File: config.mk
export PLATFORM = sky130hd
export DESIGN_NAME = dispatch_sequencer
export DESIGN_NICKNAME = d
export VERILOG_FILES = /design/src/rtl/dispatch_sequencer.sv
export SDC_FILE = /design/constraint.sdc
export NUM_CORES = 1
export LEC_CHECK = 0
export ABC_AREA = 1
export CAP_MARGIN = 20
export CORE_AREA = 2 2 179 181
export DETAILED_ROUTE_END_ITERATION = 8
export DIE_AREA = 0 0 181 183
export HOLD_SLACK_MARGIN = 0.05
export PLACE_DENSITY_LB_ADDON = 0.1
export SLEW_MARGIN = 25
export SYNTH_ARGS = -nofsm -noshare
export SYNTH_HDL_FRONTEND = slang
export SYNTH_SLANG_ARGS = --single-unit
File: constraint.sdc
create_clock -name clk -period 3.21 [get_ports clk]
set_clock_uncertainty 0.05 [all_clocks]
set_input_delay 0.4815 -clock clk [delete_from_list [all_inputs] [get_ports clk]]
set_output_delay 0.4815 -clock clk [all_outputs]
set_load 0.005 [all_outputs]
File: src/rtl/dispatch_sequencer.sv
// In-order dispatch buffer between fetch and the dual decompose/rename slots, gated by ROB credits.
// Optional stall performance counter enabled by defining DISPATCH_PERF_EN.
module dispatch_sequencer #(
    parameter int unsigned DEPTH       = 4,
    parameter int unsigned ROB_CREDITS = 16
) (
    input  logic                          clk,
    input  logic                          rst,
    input  logic                          flush,
    input  logic [1:0]                    fetch_valid,
    input  logic [31:0]                   fetch_inst_a,
    input  logic [31:0]                   fetch_inst_b,
    output logic                          fetch_ready,
    output logic                          dec_valid_a,
    output logic                          dec_valid_b,
    output logic [31:0]                   dec_inst_a,
    output logic [31:0]                   dec_inst_b,
    input  logic                          dec_ready,
    input  logic [1:0]                    rob_retire_cnt,
    output logic [$clog2(ROB_CREDITS):0]  credits,
    output logic [1:0]                    seq_state,
    output logic [31:0]                   stall_cycles
);

    localparam int unsigned PtrW = $clog2(DEPTH);
    localparam int unsigned CntW = PtrW + 1;
    localparam int unsigned CrW  = $clog2(ROB_CREDITS) + 1;

    localparam logic [1:0] StRun   = 2'b00;
    localparam logic [1:0] StStall = 2'b01;
    localparam logic [1:0] StFlush = 2'b10;

    localparam logic [CntW-1:0] DepthCnt   = CntW'(DEPTH);
    localparam logic [CrW-1:0]  CreditsMax = CrW'(ROB_CREDITS);

    logic [31:0]     mem_q [DEPTH];
    logic [PtrW-1:0] head_q, head_d;
    logic [PtrW-1:0] tail_q, tail_d;
    logic [CntW-1:0] count_q, count_d;
    logic [CrW-1:0]  credits_q, credits_d;
    logic [1:0]      state_q, state_d;

    logic            blocked;
    logic [CntW-1:0] space;
    logic            accept;
    logic [1:0]      n_disp;
    logic [1:0]      pop_cnt;
    logic [1:0]      push_cnt;
    logic [CrW:0]    cr_sum;
    logic [CrW-1:0]  cr_next;

    assign blocked = rst || flush || (state_q == StFlush);
    assign space   = DepthCnt - count_q;

    // Uses the pre-pop occupancy, so a full group always fits.
    assign fetch_ready = !blocked && (space >= CntW'(2));
    assign accept      = fetch_ready && (fetch_valid != 2'b00);

    always_comb begin
        n_disp = 2'd0;
        if (!blocked) begin
            if (count_q >= CntW'(2) && credits_q >= CrW'(2)) begin
                n_disp = 2'd2;
            end else if (count_q != '0 && credits_q != '0) begin
                n_disp = 2'd1;
            end
        end
    end

    assign dec_valid_a = (n_disp != 2'd0);
    assign dec_valid_b = (n_disp == 2'd2);
    assign dec_inst_a  = mem_q[head_q];
    assign dec_inst_b  = mem_q[head_q + PtrW'(1)];

    assign pop_cnt  = dec_ready ? n_disp : 2'd0;
    assign push_cnt = !accept ? 2'd0 : (fetch_valid == 2'b11) ? 2'd2 : 2'd1;

    // Credits never underflow: at most min(count, credits) entries pop.
    assign cr_sum  = {1'b0, credits_q} - (CrW+1)'(pop_cnt) + (CrW+1)'(rob_retire_cnt);
    assign cr_next = (cr_sum > {1'b0, CreditsMax}) ? CreditsMax : cr_sum[CrW-1:0];

    always_comb begin
        head_d    = head_q + PtrW'(pop_cnt);
        tail_d    = tail_q + PtrW'(push_cnt);
        count_d   = count_q + CntW'(push_cnt) - CntW'(pop_cnt);
        credits_d = cr_next;
        state_d   = state_q;
        if (flush) begin
            head_d    = '0;
            tail_d    = '0;
            count_d   = '0;
            credits_d = CreditsMax;
            state_d   = StFlush;
        end else begin
            case (state_q)
                StRun: begin
                    if (count_q != '0 && cr_next == '0) begin
                        state_d = StStall;
                    end
                end
                StStall: begin
                    if (cr_next != '0) begin
                        state_d = StRun;
                    end
                end
                StFlush: begin
                    // Retire returns are ignored while recovering from a flush.
                    credits_d = CreditsMax;
                    state_d   = StRun;
                end
                default: state_d = StRun;
            endcase
        end
    end

    always_ff @(posedge clk) begin
        if (rst) begin
            head_q    <= '0;
            tail_q    <= '0;
            count_q   <= '0;
            credits_q <= CreditsMax;
            state_q   <= StRun;
        end else begin
            head_q    <= head_d;
            tail_q    <= tail_d;
            count_q   <= count_d;
            credits_q <= credits_d;
            state_q   <= state_d;
        end
    end

    always_ff @(posedge clk) begin
        if (accept) begin
            case (fetch_valid)
                2'b01: mem_q[tail_q] <= fetch_inst_a;
                2'b10: mem_q[tail_q] <= fetch_inst_b;
                2'b11: begin
                    mem_q[tail_q]              <= fetch_inst_a;
                    mem_q[tail_q + PtrW'(1)]   <= fetch_inst_b;
                end
                default: ;
            endcase
        end
    end

    assign credits   = credits_q;
    assign seq_state = state_q;

`ifdef DISPATCH_PERF_EN
    logic [31:0] stall_q;
    logic        stall_inc;

    assign stall_inc = (count_q != '0) && (state_q != StFlush) && (n_disp == 2'd0 || !dec_ready);

    // Only reset clears the counter; flushes are counted through.
    always_ff @(posedge clk) begin
        if (rst) begin
            stall_q <= '0;
        end else if (stall_inc) begin
            stall_q <= stall_q + 32'd1;
        end
    end

    assign stall_cycles = stall_q;
`else
    assign stall_cycles = 32'h0;
`endif

endmodule

Word-level counts from Yosys, hierarchy flattened
Memories as Yosys holds them, arrays and structs flattened. A register that Yosys moved wholly into a read port is not among the register bits.
Index checks and enable logic that the tools add are counted.

storage, ports and cells
  bits of input ports = 72
  logic and storage cells = 74
  memories = 1
  flip-flop bits (word level) = 14
  memory bits (writable) = 128
  output and inout bits = 106

memory list
  name   words  bits a word  rd ports  clocked after memory_dff  wr ports  line  RTL
  mem_q  4      32           2         1                         2         36    logic [31:0] mem_q [DEPTH];

operators by class
  eq/ne operators = 10
  reduce and logical (&&, ||, !) cells = 19
  mux-type cells = 23
  bitwise gates (word level) = 2
  add/sub/neg operators = 9
  magnitude comparators = 4

operators with widths
  kind                                                            count
  2-to-1 mux 32 bit                                               2
  2-to-1 mux 2 bit                                                9
  2-to-1 mux 1 bit                                                10
  nonzero test 5 bit                                              2
  == test 2 bit (second input constant)                           4
  adder 6 x 2 -> 6 bit                                            1
  >= comparator 3 x 2 -> 1 bit (second input constant)            2
  greater-than comparator 6 x 5 -> 1 bit (second input constant)  1
  != test 3 bit (second input constant)                           2
  subtractor 5 x 2 -> 6 bit                                       1
  >= comparator 5 x 2 -> 1 bit (second input constant)            1
  logical AND 1 bit                                               5
  logical NOT 5 bit                                               1
  2-to-1 mux 5 bit                                                1
  adder 2 x 1 -> 2 bit (second input constant)                    2
  adder 2 bit                                                     2
  == test 2 x 1 -> 1 bit (second input constant)                  2
  != test 2 bit (second input constant)                           2
  one-hot mux 2 bit (2 select lines)                              1
  AND reduction 2 bit                                             2
  nonzero test 2 bit                                              2
  adder 3 x 2 -> 3 bit                                            1
  nonzero test 3 bit                                              1
  OR reduction 3 bit                                              1
  7 further kinds                                                 9

Logic depth before layout (Yosys ltp)
  word-level depth = 15
  gate-level depth with buffers = 22
  gate-level depth less buffers = 22

Worst setup path before layout
OpenSTA, ideal clock, no wires.

  path kind = register to register
  from = register count_q[1]
  to = memory mem_q[0][0] (enable)
  path slack = -0.152 ns
  stages on the path, launching flop included = 8
  arrival = 2.879 ns
  data required time = 2.727 ns
  cell sequence = dfxtp_1 > inv_1 > ha_1 > ha_1 > nand3_2 > o211a_1 > nand2_1 > o22ai_1

RTL lines
  element                 line  RTL
  start, declared         39    logic [CntW-1:0] count_q, count_d;
  start signal, assigned  126   count_q <= count_d;
  end, declared           36

==> metrics <==
syn avg cell area 8.27 um^2; Rows 65; Final GP Congestion 0.770; # port buffers 145; Cell variety after synth 40; Synth Area in XOR/XNOR 0.00284; EDFF count, synth 128; Max Buffers Root-to-Sink 2; CP Launch Type flip-flop; number of antenna violations at the first check in global routing 0; commonest non-fill, non-tap cells in the layout nand2_1, clkdlybuf4s50_1, o21ai_0, edfxtp_1, inv_1; Synth Instances 1120; total core area 31200 um^2; crit share post-route 0.945; Clock Sinks 142; Fin. Hold Viols 0; CP Capture Type primary output; DP Wirelength 18.0 mm; outcome complete, no violations; Worst-path clk slew 0.06 ns; vias in the first global route 7556; die height 183 um; ys async rst share 0; mux contribution to synthesized area 0; routed vias 7852; #FFs+latches synth 142; CP peak stage delay 0.56 ns; Fill cells 3184; IO Count 178; Post-synth top flop edfxtp_1; pre-CTS WS -0.0795 ns; Min Hold Slack 0.544 ns; commonest non-fill, non-tap cell in the layout nand2_1; H-tree Lvls 4; Root Buffer clkbuf_16; Synth Area in Adders 0.0303; f_max 330 MHz; Initial Util 0.297; post-synthesis simple-gate area fraction 0.158; post-synth top area share 0.415; Die X 181 um; post-route setup slack 0.176 ns; Synth Area in Compound Gates 0.243; slew of the pin with the lowest slew margin 0.655 ns; main combinational cell family by area after synthesis compound AO/OA/AOI/OAI gates; die footprint 33100 um^2; TritonRoute pass-1 iters 5; Syn Std Cell Area 9260 um^2; Nets 1345; fin area 11700 um^2; Pleak 4.49 nW; Crit Path Category flip-flop to primary output; min Tclk post-route 3.03 ns; sequential share of the synthesized area 0.445; gr usage total 0.163; Placed Instances 1636; Ys Warns 0; RSZ-0062 raised after global routing false; CTS tree built; ANT cells 0; max_cap viols 0; routed wire length 26.5 mm; CP required 2.68 ns; Power Density 399 nW/um^2; Initial DRC Count 458; largest net degree at the start of global routing 64; global-route wire length before repair 41.4 mm; Residual DRC 0; Yosys top cell by area edfxtp_1; cell mode on critical path o21ai_0; Finished Layout Cells 1668; VDD IR max 0.000265 V; detailed-route vias per instance 4.71; post-route ant nets 0; fraction of layout cells with a size suffix above 1 0.130; Finish-stage setup viols 0; Avg WL per Cell 15.9 um; Worst-Skew Late Latency 0.43 ns; max-slew violations 0; post-CTS setup buffers 0; slowest stage cell, crit path clkdlybuf4s50_1; worst path cell trace inv_4 -> buf_4 -> o21ai_0 -> o21ai_0 -> clkdlybuf4s50_1; placed cell areas 11100 um^2; Critical Path AT 2.50 ns; P&R area growth vs syn 26.2%; worst hold path type flip-flop to flip-flop; Area contributors post-synth edfxtp_1, nand2_1, o21ai_0, o21ai_1, a21oi_1; CTS Buf Count 17; grt ovf 0; total power 4.66 mW; Max Fanout on Critical Path 63; relative slew slack 0.564
## worst max-delay path: cells and delay by family, from the launching register on
| kind | cells | cell delay, ns |
|---|---|---|
| buffers and inverters | 3 | 1.31 |
| DFF | 1 | 0.35 |
| AOI/OAI and AO/OA | 2 | 0.35 |
## state kept, by name (all words and copies together), names as in the netlist
signal and cells:
count_q 3, mem_q 128, head_q 2, tail_q 2, credits 5, seq_state 2
## cell families after synthesis
group,count (synthesis)
adder cells (fa/ha/maj),20
buffers and inverters,221
AND/OR/NAND/NOR,336
XOR/XNOR,3
AO/OA/AOI/OAI,397
flip-flops,142
other,1
## synthesized netlist by cell type, types with 2 or more instances
cell type	count
dfxtp_1	14
a21oi_1	99
o21ai_1	105
nand3_1	46
o21ai_2	50
inv_1	113
edfxtp_1	128
nor2_8	3
o21ai_0	130
o21ai_4	5
nor2_1	85
nor2_4	2
nand2_2	7
buf_1	4
ha_1	16
buf_2	26
a31oi_1	2
clkbuf_2	5
nand4_1	2
buf_4	32
o22ai_1	3
clkbuf_1	26
nand2_1	186
nand4_4	2
buf_8	4
xnor2_1	2
buf_6	7
fa_1	4
## area by class of cell
class | count | area [um^2] | area share
inverter | 116 | 455 | 0.0389
sequential | 142 | 4130 | 0.353
clock inverter | 15 | 161 | 0.0138
clock buffer | 17 | 425 | 0.0364
multi-input combinational | 788 | 4210 | 0.360
tap | 402 | 503 | 0.0430
timing repair buffer | 188 | 1810 | 0.155
## timing repair
action | CTS | global route
gates resized for setup | 0 | 7
setup endpoints to repair | 0 | 13
hold buffers | 0 | 0
## path summary, 6_finish.rpt
check	startpoint	end	slack, ns	cells past startpoint
setup / recovery	head_q[1]	dec_inst_a[6]	0.18	5
hold / removal	tail_q[1]	tail_q[1]	0.54	3
setup reg to reg	credits[3]	credits[2]	0.27	18
hold reg to reg	tail_q[1]	tail_q[1]	0.54	3
## metal layers
metal / global-route usage / wire length, um
met5: 0 / 0
met4: 0.0423 / 365
met3: 0.0278 / 1110
met2: 0.302 / 13600
met1: 0.196 / 11400
## metrics by stage
stage	setup TNS, ns	utilization
floorplan	-8.58	-
global placement	-0.0254	0.355
detailed placement	-0.300	0.355
CTS	0	0.374
global route	0	0.374
finish	0	0.374
## report_power, final
group	switching [mW]	internal (mW)	leakage (nW)	total, mW
combinational	0.327	0.273	2.93	0.600
clock	0.932	1.05	0.290	1.98
sequential	0.0180	2.06	1.27	2.08
total	1.28	3.39	4.49	4.66
Note: power is estimated with default switching activity, not from simulation.
